`config.mk`:
```
export PLATFORM = sky130hd
export DESIGN_NAME = move_sequencer_flat
export DESIGN_NICKNAME = d
export VERILOG_FILES = /design/src/rtl/move_sequencer_pkg.sv /design/src/rtl/move_sequencer_if.sv /design/src/rtl/move_sequencer_fifo.sv /design/src/rtl/move_sequencer.sv /design/src/flat_wrapper.sv
export SDC_FILE = /design/constraint.sdc
export NUM_CORES = 1
export LEC_CHECK = 0
export CAP_MARGIN = 20
export CELL_PAD_IN_SITES_DETAIL_PLACEMENT = 1
export CELL_PAD_IN_SITES_GLOBAL_PLACEMENT = 1
export CORE_MARGIN = 2
export CORE_UTILIZATION = 41
export DETAILED_ROUTE_END_ITERATION = 12
export DONT_BUFFER_PORTS = 1
export PLACE_DENSITY_LB_ADDON = 0.1
export SLEW_MARGIN = 40
export SYNTH_ARGS = -nofsm -noshare
export SYNTH_HDL_FRONTEND = slang
export SYNTH_SLANG_ARGS = --single-unit
```
`constraint.sdc`:
```
create_clock -name clock -period 2.48 [get_ports clock]
set_input_delay 0.496 -clock clock [delete_from_list [all_inputs] [get_ports clock]]
set_output_delay 0.496 -clock clock [all_outputs]
set_load 0.005 [all_outputs]
```
`src/rtl/move_sequencer_pkg.sv`:
```
// move_seq_pkg: shared face encodings, FSM states and queued-move record for move_sequencer.
package move_seq_pkg;
    localparam int NUM_MOTORS = 6;
    typedef enum logic [2:0] {FACE_U, FACE_D, FACE_F, FACE_B, FACE_L, FACE_R} face_e;
    typedef enum logic [2:0] {IDLE, LOAD, START, WAIT_LOW, WAIT_DONE, SETTLE} state_e;
    typedef struct packed {
        logic [2:0] face;
        logic       ccw;
        logic       half;
    } move_t;
endpackage

```
`src/rtl/move_sequencer_if.sv`:
```
// move_sequencer_if: valid/ready move offer from the solver into the sequencer queue.
interface move_sequencer_if;
    logic       move_valid;
    logic       move_ready;
    logic [2:0] move_face;
    logic       move_ccw;
    logic       move_half;
    modport master(output move_valid, move_face, move_ccw, move_half, input move_ready);
    modport slave(input move_valid, move_face, move_ccw, move_half, output move_ready);
endinterface

```
`src/rtl/move_sequencer_fifo.sv`:
```
// move_fifo: synchronous queue with register-held head word and full/empty flags.
module move_fifo #(
    parameter int W     = 5,
    parameter int DEPTH = 16
) (
    input  logic         clock,
    input  logic         reset_n,
    input  logic         push,
    input  logic         pop,
    input  logic [W-1:0] din,
    output logic [W-1:0] dout,
    output logic         full,
    output logic         empty
);
    localparam int AW = $clog2(DEPTH);
    logic [W-1:0] mem [DEPTH];
    logic [AW:0]  wr;
    logic [AW:0]  rd;
    logic         wr_en;
    assign full  = (wr[AW] != rd[AW]) && (wr[AW-1:0] == rd[AW-1:0]);
    assign empty = wr == rd;
    assign dout  = mem[rd[AW-1:0]];
    assign wr_en = push && (!full || pop);
    always_ff @(posedge clock or negedge reset_n) begin
        if (!reset_n) begin
            wr <= '0;
            rd <= '0;
        end else begin
            if (wr_en) wr <= wr + 1'b1;
            if (pop && !empty) rd <= rd + 1'b1;
        end
    end
    always_ff @(posedge clock) begin
        if (wr_en) mem[wr[AW-1:0]] <= din;
    end
endmodule

```
`src/rtl/move_sequencer.sv`:
```
// move_sequencer: queues face turns and sequences them onto six stepper drivers.
// Define MOVE_SEQ_COUNT_EN to build the completed-move counter on moves_done.
module move_sequencer
    import move_seq_pkg::*;
#(
    parameter int STEPS_PER_QUARTER = 50,
    parameter int FIFO_DEPTH        = 16,
    parameter int SETTLE_CYCLES     = 1000
) (
    input  logic                  clock,
    input  logic                  reset_n,
    move_sequencer_if.slave       mv,
    output logic [NUM_MOTORS-1:0] drv_start,
    output logic [7:0]            drv_steps,
    output logic [NUM_MOTORS-1:0] drv_dir,
    input  logic [NUM_MOTORS-1:0] drv_done,
    output logic                  busy,
    output logic                  err_face,
    output logic [15:0]           moves_done
);
    localparam logic [7:0]  STEPS_Q     = 8'(STEPS_PER_QUARTER);
    localparam logic [7:0]  STEPS_H     = 8'(2 * STEPS_PER_QUARTER);
    localparam logic [15:0] SETTLE_LAST = 16'(SETTLE_CYCLES == 0 ? 0 : SETTLE_CYCLES - 1);
    state_e      state;
    move_t       din;
    move_t       head;
    logic        full;
    logic        empty;
    logic        rdy_q;
    logic        xfer;
    logic        legal;
    logic        pop;
    logic [2:0]  face_q;
    logic [15:0] cnt;
    assign din           = '{face: mv.move_face, ccw: mv.move_ccw, half: mv.move_half};
    assign mv.move_ready = rdy_q && !full;
    assign xfer          = mv.move_valid && mv.move_ready;
    assign legal         = mv.move_face <= FACE_R;
    assign pop           = state == LOAD;
    assign busy          = state != IDLE || !empty;
    move_fifo #(.W($bits(move_t)), .DEPTH(FIFO_DEPTH)) u_fifo (
        .clock(clock),
        .reset_n(reset_n),
        .push(xfer && legal),
        .pop(pop),
        .din(din),
        .dout(head),
        .full(full),
        .empty(empty)
    );
    // rdy_q holds move_ready low for the first clock after reset release
    always_ff @(posedge clock or negedge reset_n) begin
        if (!reset_n) begin
            rdy_q    <= 1'b0;
            err_face <= 1'b0;
        end else begin
            rdy_q    <= 1'b1;
            err_face <= err_face || (xfer && !legal);
        end
    end
    always_ff @(posedge clock or negedge reset_n) begin
        if (!reset_n) begin
            state     <= IDLE;
            face_q    <= '0;
            drv_start <= '0;
            drv_steps <= '0;
            drv_dir   <= '0;
            cnt       <= '0;
        end else begin
            case (state)
                IDLE: if (!empty) state <= LOAD;
                LOAD: begin
                    face_q    <= head.face;
                    drv_steps <= head.half ? STEPS_H : STEPS_Q;
                    drv_dir   <= NUM_MOTORS'(head.ccw) << head.face;
                    drv_start <= NUM_MOTORS'(1) << head.face;
                    state     <= START;
                end
                START: begin
                    drv_start <= '0;
                    state     <= WAIT_LOW;
                end
                WAIT_LOW: if (!drv_done[face_q]) state <= WAIT_DONE;
                WAIT_DONE: if (drv_done[face_q]) begin
                    cnt   <= '0;
                    state <= SETTLE;
                end
                SETTLE: if (cnt == SETTLE_LAST) state <= IDLE; else cnt <= cnt + 1'b1;
                default: state <= IDLE;
            endcase
        end
    end
`ifdef MOVE_SEQ_COUNT_EN
    logic done_ev;
    assign done_ev = state == WAIT_DONE && drv_done[face_q];
    always_ff @(posedge clock or negedge reset_n) begin
        if (!reset_n) moves_done <= '0;
        else if (done_ev) moves_done <= moves_done + 1'b1;
    end
`else
    assign moves_done = '0;
`endif
endmodule

```
`src/flat_wrapper.sv`:
```
// flat-port wrapper written by rule: the top's interface ports become plain ports
module move_sequencer_flat import move_seq_pkg::*;
#(
    parameter int STEPS_PER_QUARTER = 50,
    parameter int FIFO_DEPTH        = 16,
    parameter int SETTLE_CYCLES     = 1000
)
  (clock, reset_n, drv_start, drv_steps, drv_dir, drv_done, busy, err_face, moves_done, mv_move_valid, mv_move_face, mv_move_ccw, mv_move_half, mv_move_ready);
  move_sequencer_if mv_i ();
  input  logic clock;
  input  logic reset_n;
  output logic [NUM_MOTORS-1:0] drv_start;
  output logic [7:0] drv_steps;
  output logic [NUM_MOTORS-1:0] drv_dir;
  input  logic [NUM_MOTORS-1:0] drv_done;
  output logic busy;
  output logic err_face;
  output logic [15:0] moves_done;
  input wire logic [$bits(mv_i.move_valid)-1:0] mv_move_valid;
  input wire logic [$bits(mv_i.move_face)-1:0] mv_move_face;
  input wire logic [$bits(mv_i.move_ccw)-1:0] mv_move_ccw;
  input wire logic [$bits(mv_i.move_half)-1:0] mv_move_half;
  output wire logic [$bits(mv_i.move_ready)-1:0] mv_move_ready;
  assign mv_i.move_valid = mv_move_valid;
  assign mv_i.move_face = mv_move_face;
  assign mv_i.move_ccw = mv_move_ccw;
  assign mv_i.move_half = mv_move_half;
  assign mv_move_ready = mv_i.move_ready;
  move_sequencer #(.STEPS_PER_QUARTER(STEPS_PER_QUARTER), .FIFO_DEPTH(FIFO_DEPTH), .SETTLE_CYCLES(SETTLE_CYCLES)) u_core (.clock(clock), .reset_n(reset_n), .mv(mv_i), .drv_start(drv_start), .drv_steps(drv_steps), .drv_dir(drv_dir), .drv_done(drv_done), .busy(busy), .err_face(err_face), .moves_done(moves_done));
endmodule
```
==> impl_metrics.ini, run 1 <==
[outcome]
status = completed

[critical_path]
crit_end = mv_move_ready
rr_worst_depth = 5
worstReg2RegEnd = u_core.drv_dir[2]
reg2reg_from = u_core.state[1]
critPathKind = register to primary output
critical_path_peak_fanout = 25
endpoint_kind = primary output
startpoint = u_core.u_fifo.rd[0]
r2r_slack_ps = 260
required_ps = 1980
start_kind = register
arrival_ps = 1780

[drt]
wl_per_cell_um = 19.6
via_count = 3248
drtAntennaViolNets = 0
drc_errors = 0
routed_via_density = 5.26
drtIter0Drc = 253
drt_wl_total_um = 12100
drt-pass1-iter-count = 4

[clocking]
clkTransAtPathRegs_ps = 60
cts_setup_buffers = 0
cts_made_buffers = 17
cts_resized = 0
insertion_delay_ps = 410
h-tree-depth = 4
cts_sinks = 129
cts_buffer_depth = 2
cts_tree = done
clockRootBuffer = clkbuf_16

[finish]
syn2layout_area_growth_pct = 13.9
multi_input_area_sq_um = 1890
fillers = 1412
final_nets = 445
final_cell_area_sq_um = 6560
drive_gt1_frac = 0.180
n_antenna_cell = 0
regArea_sq_um = 3630
final_cell_count_no_fill = 618

[floorplan]
io_pins = 53
die_w_um = 122
die_y_um = 122
core_area_sq_um = 13800
dieArea_sq_um = 15000
rows = 43
start_util = 0.418

[sta]
fmax_mhz = 439
clock-skew-final_ps = 7.17
tightestPinTransition_ps = 590
rsz0062_at_grt = false
timing_hold_violations_final = 0
relSlewSlack = 0.603
post-route-period-util = 0.918
slew_violations = 0
final.setup.tns_ps = 0
whs_ps = 177
period_minus_slack_ps = 2280
setup_violations = 0

[grt]
antenna_found_initial = 0
grt_max_degree = 50
grt_pass1_wl_um = 19700
use_met3 = 0.0390
grtUsageMet1 = 0.244
track_usage = 0.180
use_met2 = 0.282
grt_pass1_vias = 3567
grt-busiest-layer = met2
overflow = 0

[yosys]
synthFlopType = edfxtp_1
synthesis.area_sq_um = 5760
synth_area_leaders = edfxtp_1, dfrtp_1, mux4_2, buf_4, xnor2_1
synth_edf_count = 80
synth_cells = 409
synth.top_cell.area_share = 0.417
yosys_warnings = 0
async_flop_share = 0.380
yosysUniqueCellTypes = 56
postSynthRegisterBits = 129
synth.largest_area_cell = edfxtp_1
synth_seq_area_share = 0.630
syn_avg_cell_area_sq_um = 14.1

[power]
fin_total_pwr_mw = 7.94
p_leak_nw = 2.52
power.density_nw_per_um2 = 1210
peakVddDrop_v = 0.000496

[placed_design]
gp_congestion = 0.759
placed_cell_area_sq_um = 5920
dp_hpwl_um = 8440
dpl.cell_count = 584
portBuffers = 0

[run]
maxCapViolations = 0

[min_path]
hold_path_class = input port to register
==> through the flow <==
step,setup slack [ps],utilization
2_1_floorplan,182,-
3_3_place_gp,247,0.430
3_5_place_dp,270,0.430
4_1_cts,61.3,0.476
5_1_grt,58.2,0.476
6_report,203,0.476
==> cells in the final DEF (no fill, tap or decap), drive strengths merged, types with 2 or more instances in the layout <==
cell,count
nor4,8
ha,6
bufinv,2
clkbuf,19
nand2b,5
conb,20
nand3,9
nor3,4
o2bb2ai,2
nor2b,4
o31ai,2
mux4,19
dfrtp,49
a22oi,4
edfxtp,80
nor3b,2
o21ai,14
nand2,31
o22ai,3
a21o,2
and3,17
clkinvlp,2
and4,2
buf,16
mux2,5
clkinv,4
inv,17
xnor2,15
mux2i,10
xor2,13
nor2,28
nand4,7
==> routing by layer <==
metal / share of wire / wire [um]
met5: 0 / 0
met4: 0.015 / 176
met3: 0.037 / 448
met2: 0.48 / 5770
met1: 0.47 / 5740
==> area by class of cell <==
type,count,share of cell area
clock buffer,19,0.0691
multi-input combinational,248,0.289
inverter,12,0.00687
sequential,129,0.553
timing repair buffer,17,0.0248
clock inverter,13,0.0229
tap,180,0.0343
==> state kept, by name, indices dropped and copies added (netlist names) <==
register and cells:
u_core.cnt 16, u_core.drv_dir 6, u_core.drv_start 6, u_core.drv_steps 3, u_core.err_face 1, u_core.face_q 3, u_core.rdy_q 1, u_core.state 3
u_core.u_fifo.mem 80, u_core.u_fifo.rd 5, u_core.u_fifo.wr 5
==> kinds of logic (layout without fill, tap and decap cells) <==
| group | count (synthesis) | in the layout | share of synthesized area |
|---|---|---|---|
| buffers and inverters | 50 | 61 | 0.0526 |
| AOI/OAI and AO/OA | 39 | 39 | 0.0491 |
| xor gates and xnor gates | 28 | 28 | 0.0426 |
| adders and majority gates | 6 | 6 | 0.0130 |
| other | 2 | 20 | 0.00130 |
| DFF | 129 | 129 | 0.630 |
| muxes | 34 | 34 | 0.102 |
| and+or+nand+nor | 121 | 121 | 0.109 |
==> how the worst min path moves through the flow <==
stage | start | depth (start not counted) | end | slack (ps)
floorplan | reset_n | 0 | u_core.cnt[0] | 200
global placement | reset_n | 0 | u_core.cnt[13] | 200
detailed placement | reset_n | 0 | u_core.cnt[13] | 200
CTS | mv_move_half | 0 | u_core.u_fifo.mem[3][0] | 160
global route | mv_move_face[1] | 0 | u_core.u_fifo.mem[6][3] | 160
finish | mv_move_half | 0 | u_core.u_fifo.mem[3][0] | 180
==> cells in the mapped netlist (3+ instances only) <==
cell and instances:
nor4_1 7, edfxtp_1 80, nor2b_1 4, clkbuf_1 7, xnor2_1 15, buf_2 5, nand2_1 31, dfrtp_1 49
nor3_1 4, a22oi_1 3, ha_1 6, mux2i_1 10, nand2b_1 4, inv_1 12, nand4_1 7, mux4_2 18
nor2_1 28, and3_1 17, mux2_2 5, o21ai_0 10, o21ai_1 4, xor2_1 13, buf_4 22, nand3_1 9
o22ai_1 3
==> worst max-delay path, cell delays in order, from the launching register on <==
cell	delay, ps
dfrtp_1	380
buf_12	220
xor2_1	200
nor4_2	70
buf_4	170
a21boi_0	330
==> what timing repair did <==
| action | in CTS | in global routing |
|---|---|---|
| setup endpoints to repair | 0 | 2 |
| endpoints found under the hold margin | 49 | 0 |
| hold buffers | 2 | 0 |
==> power by group <==
group | switching [mW] | internal [mW] | total (mW)
logic | 1.32 | 1.06 | 2.37
registers | 0.385 | 2.68 | 3.06
clock network | 0.949 | 1.55 | 2.50
total | 2.65 | 5.29 | 7.94
No activity file was read; power rests on OpenSTA's default activity.
==> run 2: changes to the inputs <==
CORE_ASPECT_RATIO = 0.6   (was default)
clock period = 2.4 ns   (was 2.48 ns; I/O delays follow)
==> run 2 against run 1 <==
  * Die area increased by 0.21%
  * Cell area grew 0.84%
  * Power up 6.4%
  * Flip-flop and latch count unchanged
==> impl_metrics.ini, run 2 (synthesized netlist as in run 1, its figures left out) <==
[floorplan]
dieArea_sq_um = 15000
start_util = 0.421
io_pins = 53
core_area_sq_um = 13700
die_y_um = 95.8
rows = 33
die_w_um = 157

[placed_design]
gp_congestion = 0.786
dp_hpwl_um = 9460
portBuffers = 0
pre_cts_slack_ps = 167
dpl.cell_count = 602

[clocking]
clockRootBuffer = clkbuf_16
cts_made_buffers = 17
cts_sinks = 129
insertion_delay_ps = 420
cts_tree = done
cts_buffer_depth = 2
h-tree-depth = 4
clkTransAtPathRegs_ps = 60

[drt]
drt-pass1-iter-count = 4
drtAntennaViolNets = 0
drt_wl_total_um = 13400
drtIter0Drc = 207
routed_via_density = 5.25
via_count = 3339
wl_per_cell_um = 21.1
drc_errors = 0

[critical_path]
endpoint_kind = primary output
r2r_slack_ps = 190
crit_end = busy
reg2reg_from = u_core.u_fifo.wr[0]
worstReg2RegEnd = u_core.u_fifo.mem[15][0]
critPathKind = register to primary output
critical_path_peak_fanout = 5
start_kind = register
rr_worst_depth = 5
required_ps = 1920
startpoint = u_core.u_fifo.wr[0]
arrival_ps = 1800

[sta]
rsz0062_at_grt = false
tightestPinTransition_ps = 680
final.setup.tns_ps = 0
fmax_mhz = 438
period_minus_slack_ps = 2280
setup_slack_ps = 118
relSlewSlack = 0.542
setup_violations = 0
slew_violations = 0
clock-skew-final_ps = 12.6
post-route-period-util = 0.951
timing_hold_violations_final = 0

[grt]
track_usage = 0.194
grt_pass1_vias = 3460
overflow = 0
grt_max_degree = 50
antenna_found_initial = 0
grt_pass1_wl_um = 20800

[finish]
regArea_sq_um = 3630
mostFrequentLayoutCell = edfxtp_1
final_cell_count_no_fill = 636
n_antenna_cell = 0
largest_reg_flops = 80
final_nets = 451
fillers = 1373
drive_gt1_frac = 0.194
final_cell_mix = edfxtp_1, dfrtp_1, nand2_1
syn2layout_area_growth_pct = 14.9
multi_input_area_sq_um = 1890

[run]
maxCapViolations = 0

[power]
p_switching_mw = 2.90
comb_power_share = 0.304
power.density_nw_per_um2 = 1280
sequentialPowerShare = 0.382
clkPwrFrac = 0.314
switching_share = 0.343
cellInternalPower_mw = 5.55
fin_total_pwr_mw = 8.45
peakVddDrop_v = 0.000523
p_leak_nw = 2.54

[min_path]
worstHoldStart = mv_move_half
hold_path_class = input port to register

[outcome]
status = completed
## run 2: power by group through the flow
stage / combinational [mW] / sequential [mW] / clock, mW
finish: 2.57 / 3.22 / 2.65
global route: 2.85 / 3.29 / 2.79
CTS: 2.59 / 3.22 / 2.71
detailed placement: 2.54 / 3.26 / 0
global placement: 2.48 / 3.24 / 0
floorplan: 1.92 / 3.08 / 0
## run 2: worst min path at each step
stage	endpoint	slack (ps)	depth (start not counted)
6_report	u_core.u_fifo.mem[7][0]	160	0
5_1_grt	u_core.u_fifo.mem[7][0]	140	0
4_1_cts	u_core.u_fifo.mem[7][0]	140	0
3_5_place_dp	u_core.face_q[0]	190	0
3_3_place_gp	u_core.face_q[0]	190	0
2_1_floorplan	u_core.cnt[0]	180	0
## run 2: worst max-delay path, cell delays in order (launching register included)
cell and delay [ps]:
dfrtp_1 460, xor2_1 210, nor4_2 360, buf_4 200, nand4b_1 150
## run 2: final cells by class
class | instances | area share
Inverter | 12 | 0.00681
Tap cell | 192 | 0.0363
Clock buffer | 17 | 0.0643
Sequential cell | 129 | 0.549
Clock inverter | 15 | 0.0276
Timing Repair Buffer | 23 | 0.0295
Multi-Input combinational cell | 248 | 0.286
## run 2: per-layer routing
layer / up-vias / track usage / part of all wire
li1: 1514 / - / -
met3: 7 / 0.0464 / 0.067
met5: - / 0 / 0
met2: 86 / 0.254 / 0.40
met4: 0 / 0.0734 / 0.0060
met1: 1732 / 0.306 / 0.53
## run 2: stage by stage
step	cell area [sq um]	util	hold slack (ps)
2_1_floorplan	5820	-	184
3_3_place_gp	5960	0.436	185
3_5_place_dp	5960	0.436	185
4_1_cts	6610	0.484	137
5_1_grt	6610	0.484	135
6_report	6610	0.484	156
## run 2: timing repair
item | in CTS | in global routing
endpoints found under the setup margin | 0 | 6
hold buffers | 2 | 0
gates resized for setup | 0 | 2
buffers inserted | 0 | 0
endpoints found under the hold margin | 49 | 0
